[src/rtl/router_pkg.sv]
// Shared definitions for the packet router destination synchroniser.
//   ROUTER_NUM_PORTS : default number of output FIFOs / ports
//   ROUTER_ADDR_W    : default width of the destination address field
//   ROUTER_TIMEOUT   : default stalled-read cycles before a port flush
//   port_mask_t      : one bit per output port at the default port count
package router_pkg;

  localparam int ROUTER_NUM_PORTS = 3;
  localparam int ROUTER_ADDR_W    = 2;
  localparam int ROUTER_TIMEOUT   = 30;

  typedef logic [ROUTER_NUM_PORTS-1:0] port_mask_t;

endpackage

[src/rtl/router_timeout_ctr.sv]
// Per-port read-timeout watchdog.
// Counts consecutive cycles in which the port holds valid data that nobody
// reads. After TIMEOUT such clock edges it raises a one-cycle soft_reset
// pulse so the output FIFO can be flushed.
// Ports:
//   clk        in  clock, rising edge
//   rst        in  synchronous reset, active-low
//   vld        in  port has data waiting (FIFO not empty)
//   rd_en      in  downstream is reading the port this cycle
//   soft_reset out one-cycle flush pulse (registered)
module router_timeout_ctr
  import router_pkg::*;
#(
  parameter int TIMEOUT = ROUTER_TIMEOUT
) (
  input  logic clk,
  input  logic rst,
  input  logic vld,
  input  logic rd_en,
  output logic soft_reset
);

  localparam int CNT_W = $clog2(TIMEOUT + 1);

  logic [CNT_W-1:0] cnt;

  // The pulse cycle itself is never counted, so a persistent stall produces
  // pulses spaced TIMEOUT+1 cycles apart and the counter never passes
  // TIMEOUT-1.
  always_ff @(posedge clk) begin
    if (!rst) begin
      cnt        <= '0;
      soft_reset <= 1'b0;
    end else if (soft_reset) begin
      cnt        <= '0;
      soft_reset <= 1'b0;
    end else if (vld && !rd_en) begin
      if (cnt == CNT_W'(TIMEOUT - 1)) begin
        cnt        <= '0;
        soft_reset <= 1'b1;
      end else begin
        cnt <= cnt + CNT_W'(1);
      end
    end else begin
      cnt <= '0;
    end
  end

endmodule

[src/rtl/router_sync_n.sv]
// Destination synchroniser between the router FSM and NUM_PORTS output FIFOs.
// Latches the header destination address, steers the FIFO write enable to the
// addressed port, returns that port's full flag, drives per-port valid-out and
// per-port read-timeout flush pulses. Addresses beyond the last port are
// flagged and their packets are silently dropped.
// Ports:
//   clk         in  clock, rising edge
//   rst         in  synchronous reset, active-low
//   din         in  destination address from the header byte
//   detect_addr in  header valid, load din into the address register
//   wr_en_reg   in  router FSM write request
//   full        in  per-FIFO full flags
//   empty       in  per-FIFO empty flags
//   rd_en       in  per-port read enables from downstream
//   wr_en       out one-hot FIFO write enable (comb)
//   fifo_full   out full flag of the addressed FIFO (comb)
//   vld_out     out per-port data valid, ~empty (comb)
//   soft_reset  out per-port one-cycle FIFO flush pulse (reg)
//   addr_err    out latched address is not a real port (reg)
module router_sync_n
  import router_pkg::*;
#(
  parameter int NUM_PORTS = ROUTER_NUM_PORTS,
  parameter int ADDR_W    = ROUTER_ADDR_W,
  parameter int TIMEOUT   = ROUTER_TIMEOUT
) (
  input  logic                 clk,
  input  logic                 rst,
  input  logic [ADDR_W-1:0]    din,
  input  logic                 detect_addr,
  input  logic                 wr_en_reg,
  input  logic [NUM_PORTS-1:0] full,
  input  logic [NUM_PORTS-1:0] empty,
  input  logic [NUM_PORTS-1:0] rd_en,
  output logic [NUM_PORTS-1:0] wr_en,
  output logic                 fifo_full,
  output logic [NUM_PORTS-1:0] vld_out,
  output logic [NUM_PORTS-1:0] soft_reset,
  output logic                 addr_err
);

  // One extra bit so NUM_PORTS == 2**ADDR_W still fits in the comparison.
  localparam logic [ADDR_W:0] NUM_PORTS_L = (ADDR_W + 1)'(NUM_PORTS);

  logic [ADDR_W-1:0] addr_q;

  // Address register stage: a new address steers from the next cycle.
  always_ff @(posedge clk) begin
    if (!rst) begin
      addr_q   <= '0;
      addr_err <= 1'b0;
    end else if (detect_addr) begin
      addr_q   <= din;
      addr_err <= ({1'b0, din} >= NUM_PORTS_L);
    end
  end

  // Steering: a bad address matches no port, so writes are dropped and the
  // router never sees a full flag that could stall it.
  always_comb begin
    wr_en     = '0;
    fifo_full = 1'b0;
    for (int i = 0; i < NUM_PORTS; i++) begin
      if (!addr_err && (addr_q == ADDR_W'(i))) begin
        wr_en[i]  = wr_en_reg;
        fifo_full = full[i];
      end
    end
  end

  assign vld_out = ~empty;

  for (genvar i = 0; i < NUM_PORTS; i++) begin : g_port
    router_timeout_ctr #(
      .TIMEOUT(TIMEOUT)
    ) u_timeout (
      .clk       (clk),
      .rst       (rst),
      .vld       (vld_out[i]),
      .rd_en     (rd_en[i]),
      .soft_reset(soft_reset[i])
    );
  end

endmodule

[config.mk]
export PLATFORM = sky130hd
export DESIGN_NAME = router_sync_n
export DESIGN_NICKNAME = d
export VERILOG_FILES = /design/src/rtl/router_pkg.sv /design/src/rtl/router_timeout_ctr.sv /design/src/rtl/router_sync_n.sv
export SDC_FILE = /design/constraint.sdc
export NUM_CORES = 1
export LEC_CHECK = 0
export CORE_MARGIN = 4
export CORE_UTILIZATION = 35
export CTS_CLUSTER_DIAMETER = 40
export CTS_CLUSTER_SIZE = 24
export DETAILED_ROUTE_END_ITERATION = 8
export DONT_BUFFER_PORTS = 1
export SLEW_MARGIN = 25
export SYNTH_ARGS = -nofsm -noshare
export SYNTH_HDL_FRONTEND = slang
export SYNTH_SLANG_ARGS = --single-unit
[constraint.sdc]
create_clock -name clk -period 1.2 [get_ports clk]
set_input_delay 0.24 -clock clk [delete_from_list [all_inputs] [get_ports clk]]
set_output_delay 0.24 -clock clk [all_outputs]
set_load 0.02 [all_outputs]
-- Word-level counts from Yosys, hierarchy flattened
Index checks and enable logic that the tools add are counted.
- memories kept: 0
- bits in read-only memories: 0
- word-level logic and storage cells: 48
- bits of input ports: 15
- RAM bits: 0
- bits in latches: 0
- output and inout bits: 11
- flip-flop bits (word level): 21
- multiplexer cells: 9
- eq/ne operators: 5
- reductions and logical operators: 17
- shift-type cells: 0
- $add $sub $neg: 3
- divide/modulo/power cells: 0
- multiply operators: 0
- order comparisons: 1
- bitwise gates (word level): 5
- operators by type and width (cell ; count):
    adder 5 x 1 -> 5 bit (second input constant) ; 3
    equality test 5 bit (second input constant) ; 3
    OR reduction 4 bit ; 3
    two-way mux 1 bit ; 9
    OR reduction 3 bit ; 3
    logical AND 1 bit ; 6
    zero test 1 bit ; 4
    NOT 1 bit ; 4
    NOT 3 bit ; 1
    equality test 2 x 1 -> 1 bit (second input constant) ; 1
    equality test 2 bit (second input constant) ; 1
    >= comparator 2 bit (second input constant) ; 1
    zero test 2 bit ; 1

-- Longest topological paths before layout
Gate-level depths: netlist (run 1).
- depth in word-level cells: 5
- mapped depth: 5
- gate-level depth less buffers: 5

-- Modules after synthesis
Synthesis (run 1) repeated with hierarchy kept, for this count alone.
- cell total of the unflattened synthesis: 89
- area, all modules: 889.6 µm²
- modules (own cells, without submodules) (module ; area each (µm²) ; seq. area each (µm²) ; cells an instance ; times used):
    router_timeout_ctr ; 235.2 ; 120.1 ; 23 ; 3
    router_sync_n ; 183.9 ; 60.1 ; 20 ; 1

-- Worst setup path after synthesis (run 1)
OpenSTA, ideal clock, no wires.
- kind: register -> output
- from: register addr_err
- to: output port wr_en[0]
- setup slack: -200 ps
- path buffers: 0
- data arrival time: 1160 ps
- stages on the path, launching flop included: 2
- cells stage by stage: dfxtp_1 -> nor4b_1
- cells in the longest elaborated chain, start to end: 3
- ends and longest elaborated chain (item ; line ; text):
    from (decl) ; router_sync_n.sv:39 ; output logic addr_err
    from (signal assigned) ; router_sync_n.sv:54 ; addr_err <= ({1'b0, din} >= NUM_PORTS_L);
    zero test 1 bit ; router_sync_n.sv:64 ; if (!addr_err && (addr_q == ADDR_W'(i))) begin
    logical AND 1 bit ; router_sync_n.sv:64 ;
    two-way mux 1 bit ; router_sync_n.sv:64 ;
    to (decl) ; router_sync_n.sv:35 ; output logic [NUM_PORTS-1:0] wr_en,
No other way between the ends.

-- Worst setup path in the final report (run 1)
- from: register addr_q[1]
- to: output port fifo_full
- cells in the longest elaborated chain, start to end: 5
- elaborated cells between the ends (all ways): 9
- those cells by class: eq/ne: 2; mux: 3; reduce/logical: 4
- ends and longest elaborated chain (item ; line ; text):
    from (decl) ; router_sync_n.sv:45 ; logic [ADDR_W-1:0] addr_q;
    from (signal assigned) ; router_sync_n.sv:53 ; addr_q <= din;
    zero test 2 bit ; router_sync_n.sv:64 ;
    logical AND 1 bit ; router_sync_n.sv:64 ;
    two-way mux 1 bit (2 in a row) ; router_sync_n.sv:64 ;
    two-way mux 1 bit (*) ; router_sync_n.sv:64 ;
    to (decl) ; router_sync_n.sv:36 ; output logic fifo_full,
Mark *: on every way between the ends. The rest lies on a longest branch, timed or not.

==> flow_summary.ini, run 1 <==
[final_layout]
fill_cells = 251
drive_gt1_frac = 0.1939
multi_input_area_um2 = 483.0
antenna_cells = 0
area_growth_pct = 7.782
nets = 120
regArea_um2 = 431.7
finalCoreUtilization = 0.4086

[clocking]
cts_hold_buf = 0
insertion_delay_ns = 0.30
post_cts_buffers = 0
cts.path.max_buffers = 2
cts.sinks = 21
htreeDepth = 1
cts_tree = done
path_clk_slew_ns = 0.11
root_buffer = clkbuf_4
cts_made_buffers = 3

[routing]
routed_wl_mm = 1.523
drc = 0
drt_pass1_iterations = 4
wl_per_cell_um = 11.90
drt_first_iter_violations = 18
vias = 611
drtAntennaViolNets = 0
vias_per_cell = 4.773

[synthesis]
yosysTopAreaCellShare = 0.4358
synth_xor_area_frac = 0.08171
yosysWarnings = 0
synthCells = 95
yosys.area_share.simple = 0.2879
synth_compound_area_frac = 0.01556
synthAdderAreaFrac = 0.07782
synth_fp_nets = 116
ys_seq_area_frac = 0.4358
synth_cell_type_count = 19
syn_area_per_cell_um2 = 10.15
synth_top_family_by_area = simple AND/OR/NAND/NOR gates
yosysTopAreaCell = dfxtp_1
netlist_area_um2 = 964.7
synth-seq-cells = 21
synth_area_leaders = dfxtp_1, ha_1, nor4b_4
synthMuxAreaShare = 0.03113

[timing]
layout_setup_ws_ns = -0.2521
setup_violations = 4
post-route-min-period_ns = 1.452
tightest_slew_ns = 0.3113
timing.hold.ws_ns = 0.05654
drv_slew = 0
hold_viol = 0
max_freq_mhz = 688.7
relSlewSlack = 0.7922
fin_skew_ns = 0.0009269
rsz0062_at_grt = true
fin_crit_sh = 1.210

[worst_setup_path]
rrSetupSlack_ns = 0.20
crit_family = flip-flops
worst_setup_path_end_kind = output port
rr_worst_depth = 5
rr_endpoint = g_port[0].u_timeout.cnt[2]$_SDFF_PP0_
cp_max_fo = 6
arrival_ns = 1.21
r2r_start = g_port[0].u_timeout.cnt[1]$_SDFF_PP0_
worst-path-buf-inv = 1
slowest_stage = dfxtp_4
critPathKind = reg2out
critPathMaxStageDelay_ns = 0.38
crit_chain = mux2i_1, o21a_1, nor2_1, buf_4
start_kind = flip-flop
crit_required_ns = 0.96

[die]
die_h_um = 60.50
ios = 26
start_util = 0.3791
dieArea_um2 = 3660
dieWidth_um = 60.50
rows = 18
core_region_area_um2 = 2545

[worst_hold_path]
hold_depth = 1
holdPathEnd = addr_q[0]$_SDFFE_PN0P_
holdCritStartpoint = rst
min_path_type = in2reg

[global_routing]
grt_pass1_wl_mm = 2.801
grtUsageTotal = 0.1027
overflow = 0
grt_pass1_vias = 677
grt_max_degree = 13
antenna_found_initial = 0

[power_and_ir_drop]
cellPowerDensity_nw_per_um2 = 1105
leakage_nw = 0.3956
ir_drop_mv = 0.6018

[outcome]
violations = setup timing
outcome = finished with violations

[run]
cap_violations = 0

[placement]
gp_congestion = 0.7138
dp_hpwl_mm = 1.208
io_buffers = 0
[kinds of logic after synthesis]
logic type      Yosys count
compound gates            2
xor+xnor                  9
fa+ha+maj                 6
buf+inv                  12
flops                    21
mux                       3
simple gates             42
[layer usage]
| metal | global-route usage | part of all wire |
|---|---|---|
| met1 | 0.1004 | 0.40 |
| met2 | 0.1852 | 0.46 |
| met3 | 0.05319 | 0.13 |
| met4 | 0.03715 | 0.013 |
| met5 | 0 | 0 |
[cell usage after synthesis (all sizes together)]
master / number
inv: 6
nor2: 16
nor4bb: 2
buf: 6
ha: 6
nand4: 3
nand2b: 1
nand2: 3
nand3: 7
nor4b: 4
xnor2: 3
nor2b: 5
dfxtp: 21
xor2: 6
o21a: 1
mux2i: 3
a21boi: 1
nand3b: 1
[state kept, by name (all words and copies together), names as in the netlist]
register                     cells
g_port.u_timeout.cnt            15
addr_q                           2
addr_err                         1
g_port.u_timeout.soft_reset      3
[how the worst max path moves through the flow]
stage / startpoint / end / slack, ns / cells after the start
4_1_cts: addr_q[1]$_SDFFE_PN0P_ / fifo_full / -0.27 / 4
3_5_place_dp: addr_q[1]$_SDFFE_PN0P_ / fifo_full / 0.008 / 4
3_3_place_gp: addr_q[1]$_SDFFE_PN0P_ / fifo_full / 0.06 / 4
6_report: addr_q[1]$_SDFFE_PN0P_ / fifo_full / -0.25 / 4
2_1_floorplan: addr_err$_SDFFE_PN0P_ / wr_en[1] / -0.19 / 1
5_1_grt: addr_q[1]$_SDFFE_PN0P_ / fifo_full / -0.34 / 4
[timing repair]
item | in CTS | in global routing
endpoints found under the hold margin | 0 | 0
gates resized for setup | 6 | 0
endpoints found under the setup margin | 5 | 4
pin swaps | 2 | 1
[metrics by stage]
step	setup slack [ns]	setup TNS [ns]	total power, mW	instances	cell area (um2)
2_1_floorplan	-0.1853	-0.3707	0.8134	95	970.9
3_3_place_gp	0.05716	0	0.8290	124	1001
3_5_place_dp	0.008304	0	0.8315	124	1001
4_1_cts	-0.2723	-0.8600	1.177	128	1040
5_1_grt	-0.3375	-1.067	1.220	128	1040
6_report	-0.2521	-0.7475	1.149	128	1040
[power by group]
| group | total, mW | switching [mW] | internal, mW |
|---|---|---|---|
| sequential | 0.718 | 0.0133 | 0.705 |
| clock | 0.338 | 0.213 | 0.124 |
| combinational | 0.0936 | 0.0445 | 0.0491 |
[area by class of cell]
type / count / share of cell area
clock inverter: 1 / 0.004813
multi-input combinational: 62 / 0.4645
timing repair buffer: 5 / 0.03610
tap: 30 / 0.03610
sequential: 21 / 0.4152
clock buffer: 3 / 0.02166
inverter: 6 / 0.02166
[placed cells by master (no fill, tap or decap)]
cell type,instances
dfxtp_1,18
nor2_1,16
nand3_1,7
inv_1,6
xor2_1,6
ha_1,6
nor2b_1,5
buf_4,5
mux2i_1,3
nand4_1,3
nor4b_4,3
nand2_2,3
xnor2_1,3
dfxtp_4,3
clkbuf_4,3
nor4bb_1,2
nand3b_1,1
o21a_1,1
nor4b_2,1
nand2b_1,1
a21boi_1,1
clkinv_2,1
Power figures use the tool's default switching activity.
==> run 2, diff against run 1 <==
--- a/config.mk
+++ b/config.mk
@@ -5,13 +5,17 @@
 export SDC_FILE = /design/constraint.sdc
 export NUM_CORES = 1
 export LEC_CHECK = 0
+export CELL_PAD_IN_SITES_DETAIL_PLACEMENT = 0
+export CELL_PAD_IN_SITES_GLOBAL_PLACEMENT = 2
 export CORE_MARGIN = 4
 export CORE_UTILIZATION = 35
 export CTS_CLUSTER_DIAMETER = 40
 export CTS_CLUSTER_SIZE = 24
 export DETAILED_ROUTE_END_ITERATION = 8
 export DONT_BUFFER_PORTS = 1
+export PLACE_DENSITY_LB_ADDON = 0.1
 export SLEW_MARGIN = 25
 export SYNTH_ARGS = -nofsm -noshare
 export SYNTH_HDL_FRONTEND = slang
+export SYNTH_HIERARCHICAL = 1
 export SYNTH_SLANG_ARGS = --single-unit
==> flow_summary.ini, run 2 <==
[routing]
drtAntennaViolNets = 0
vias_per_cell = 4.761
drt_first_iter_violations = 16
drc = 0
drt_pass1_iterations = 4
wl_per_cell_um = 11.43
routed_wl_mm = 1.531
vias = 638

[synthesis]
synth_fp_nets = 110
ys_seq_area_frac = 0.4726
synth-seq-cells = 21
synth_commonest_cells = dfxtp_1, nor2_1, nand3_1
yosysTopAreaCell = dfxtp_1
synth_edf_count = 0
yosysWarnings = 6
ys.flop_type = dfxtp_1
yosysTopAreaCellShare = 0.4726
synthCells = 89
syn_area_per_cell_um2 = 9.996
async_flop_share = 0
synth_most_common_cell = dfxtp_1
netlist_area_um2 = 889.6
synth_area_leaders = dfxtp_1, ha_1, nor2_1
synth_cell_type_count = 17

[power_and_ir_drop]
leakage_nw = 0.4356
cellPowerDensity_nw_per_um2 = 1074
ir_drop_mv = 0.8878
total_power_mw = 1.166

[worst_setup_path]
rrSetupSlack_ns = 0.21
rr_worst_depth = 5
r2r_start = g_port[2].u_timeout/cnt[1]$_SDFF_PP0_
slowest_stage = dfxtp_4
arrival_ns = 1.19
crit_chain = buf_6, nor4b_4, buf_4
crit_required_ns = 0.96
start_kind = flip-flop
rr_endpoint = g_port[2].u_timeout/cnt[3]$_SDFF_PP0_
crit_start = addr_q[0]$_SDFFE_PN0P_
worst_setup_path_end_kind = output port
cp_max_fo = 4
critPathMaxStageDelay_ns = 0.38
crit_end = wr_en[0]
critPathKind = reg2out

[clocking]
cts_tree = done
insertion_delay_ns = 0.30
root_buffer = clkbuf_4
cts.sinks = 21
cts_made_buffers = 3
htreeDepth = 1
path_clk_slew_ns = 0.11
cts_hold_buf = 0
cts.path.max_buffers = 2

[global_routing]
overflow = 0
grtUsageTotal = 0.1023
grt_pass1_vias = 607
grt_max_degree = 13
antenna_found_initial = 0
grt_pass1_wl_mm = 2.656

[outcome]
outcome = finished with violations
violations = setup timing

[timing]
drv_slew = 0
relSlewSlack = 0.8675
tightest_slew_ns = 0.1980
layout_setup_ws_ns = -0.2293
fin_skew_ns = 0.003533
hold_viol = 0
setup_violations = 4
rsz0062_at_grt = true
post-route-min-period_ns = 1.429
timing.hold.ws_ns = 0.06172
fin_crit_sh = 1.191
max_freq_mhz = 699.6

[die]
ios = 26
dieWidth_um = 58.42
die_h_um = 58.42
start_util = 0.3624
dieArea_um2 = 3412
core_region_area_um2 = 2455
rows = 18

[placement]
gp_congestion = 0.6906
place_ws_ns = 0.03793
dp_hpwl_mm = 1.187
io_buffers = 0

[final_layout]
antenna_cells = 0
largest_register_ffs = 15
fill_cells = 249
area_growth_pct = 22.08
largest-register = g_port.u_timeout/cnt
layout_commonest_cell = dfxtp_1
regArea_um2 = 426.7
final_cell_mix = dfxtp_1, nor2_1, buf_4
drive_gt1_frac = 0.2692
nets = 126
multi_input_area_um2 = 485.5
biggestRegsByFlops = g_port.u_timeout/cnt (15), g_port.u_timeout/soft_reset (3), addr_q (2)

[worst_hold_path]
min_path_type = in2reg

[run]
cap_violations = 0
==> run 2: changes by cell type in the layout (fill, tap and decap cells not counted), moves of 2 or more <==
cell      previous run  this run
buf_4                5        10
and4bb_1             0         3
a211oi_2             0         2
dfxtp_2              0         2
dfxtp_4              3         1
nor4b_4              3         1
nor4bb_1             2         0
==> run 2: worst max-delay path: cells and delay by family (launching register included) <==
kind / cells / cell delay, ns
buf+inv: 2 / 0.30
flops: 1 / 0.38
simple gates: 1 / 0.21
==> run 2: area by class of cell <==
| type | count | area share |
|---|---|---|
| Clock inverter | 1 | 0.004608 |
| Clock buffer | 3 | 0.02074 |
| Sequential cell | 21 | 0.3929 |
| Inverter | 6 | 0.02074 |
| Tap cell | 30 | 0.03456 |
| Multi-Input combinational cell | 62 | 0.4470 |
| Timing Repair Buffer | 11 | 0.07949 |
==> run 2: layer usage <==
metal / track usage / wire length (um) / vias to the layer above
li1: - / - / 328
met2: 0.1611 / 686 / 19
met4: 0.02980 / 13 / 0
met5: 0 / 0 / -
met1: 0.1255 / 680 / 289
met3: 0.04605 / 150 / 2
==> run 2: worst min path at each step <==
stage | to | startpoint | depth (start not counted) | slack [ns]
3_3_place_gp | addr_q[1]$_SDFFE_PN0P_ | rst | 1 | 0.37
4_1_cts | addr_q[1]$_SDFFE_PN0P_ | rst | 1 | 0.04
5_1_grt | addr_q[0]$_SDFFE_PN0P_ | rst | 1 | 0.03
6_report | addr_q[0]$_SDFFE_PN0P_ | rst | 1 | 0.06
2_1_floorplan | addr_q[0]$_SDFFE_PN0P_ | rst | 1 | 0.37
3_5_place_dp | addr_q[1]$_SDFFE_PN0P_ | rst | 1 | 0.37
==> run 2: metrics by stage <==
stage,cell area (um2),TNS (ns),cells,util
finish,1086,-0.7746,134,0.4424
global route,1086,-1.068,134,0.4424
CTS,1067,-0.8037,133,0.4348
detailed placement,1013,0,129,0.4128
global placement,1013,0,129,0.4128
floorplan,900.9,0,89,-
==> run 2: cell families (layout without fill, tap and decap cells) <==
logic type      Yosys count  after routing  share of synthesized area
mux                       2              2                    0.02250
compound gates            3              3                    0.02531
flops                    21             21                     0.4726
fa+ha+maj                 6              6                    0.08439
simple gates             42             42                     0.2813
xor+xnor                  9              9                    0.08861
buf+inv                   6             21                    0.02531
==> run 2: report_power, final <==
| part | leakage (nW) | internal, mW | switching, mW | total, mW |
|---|---|---|---|---|
| Clock | 0.0177 | 0.124 | 0.206 | 0.330 |
| Combinational | 0.246 | 0.0603 | 0.0533 | 0.114 |
| Sequential | 0.172 | 0.707 | 0.0149 | 0.722 |
==> run 2: timing repair <==
action                                  CTS  global route
cloned                                    0             0
setup buffers                             0             1
endpoints found under the setup margin    5             4
pin swaps                                 2             2
gates resized for setup                   8             2
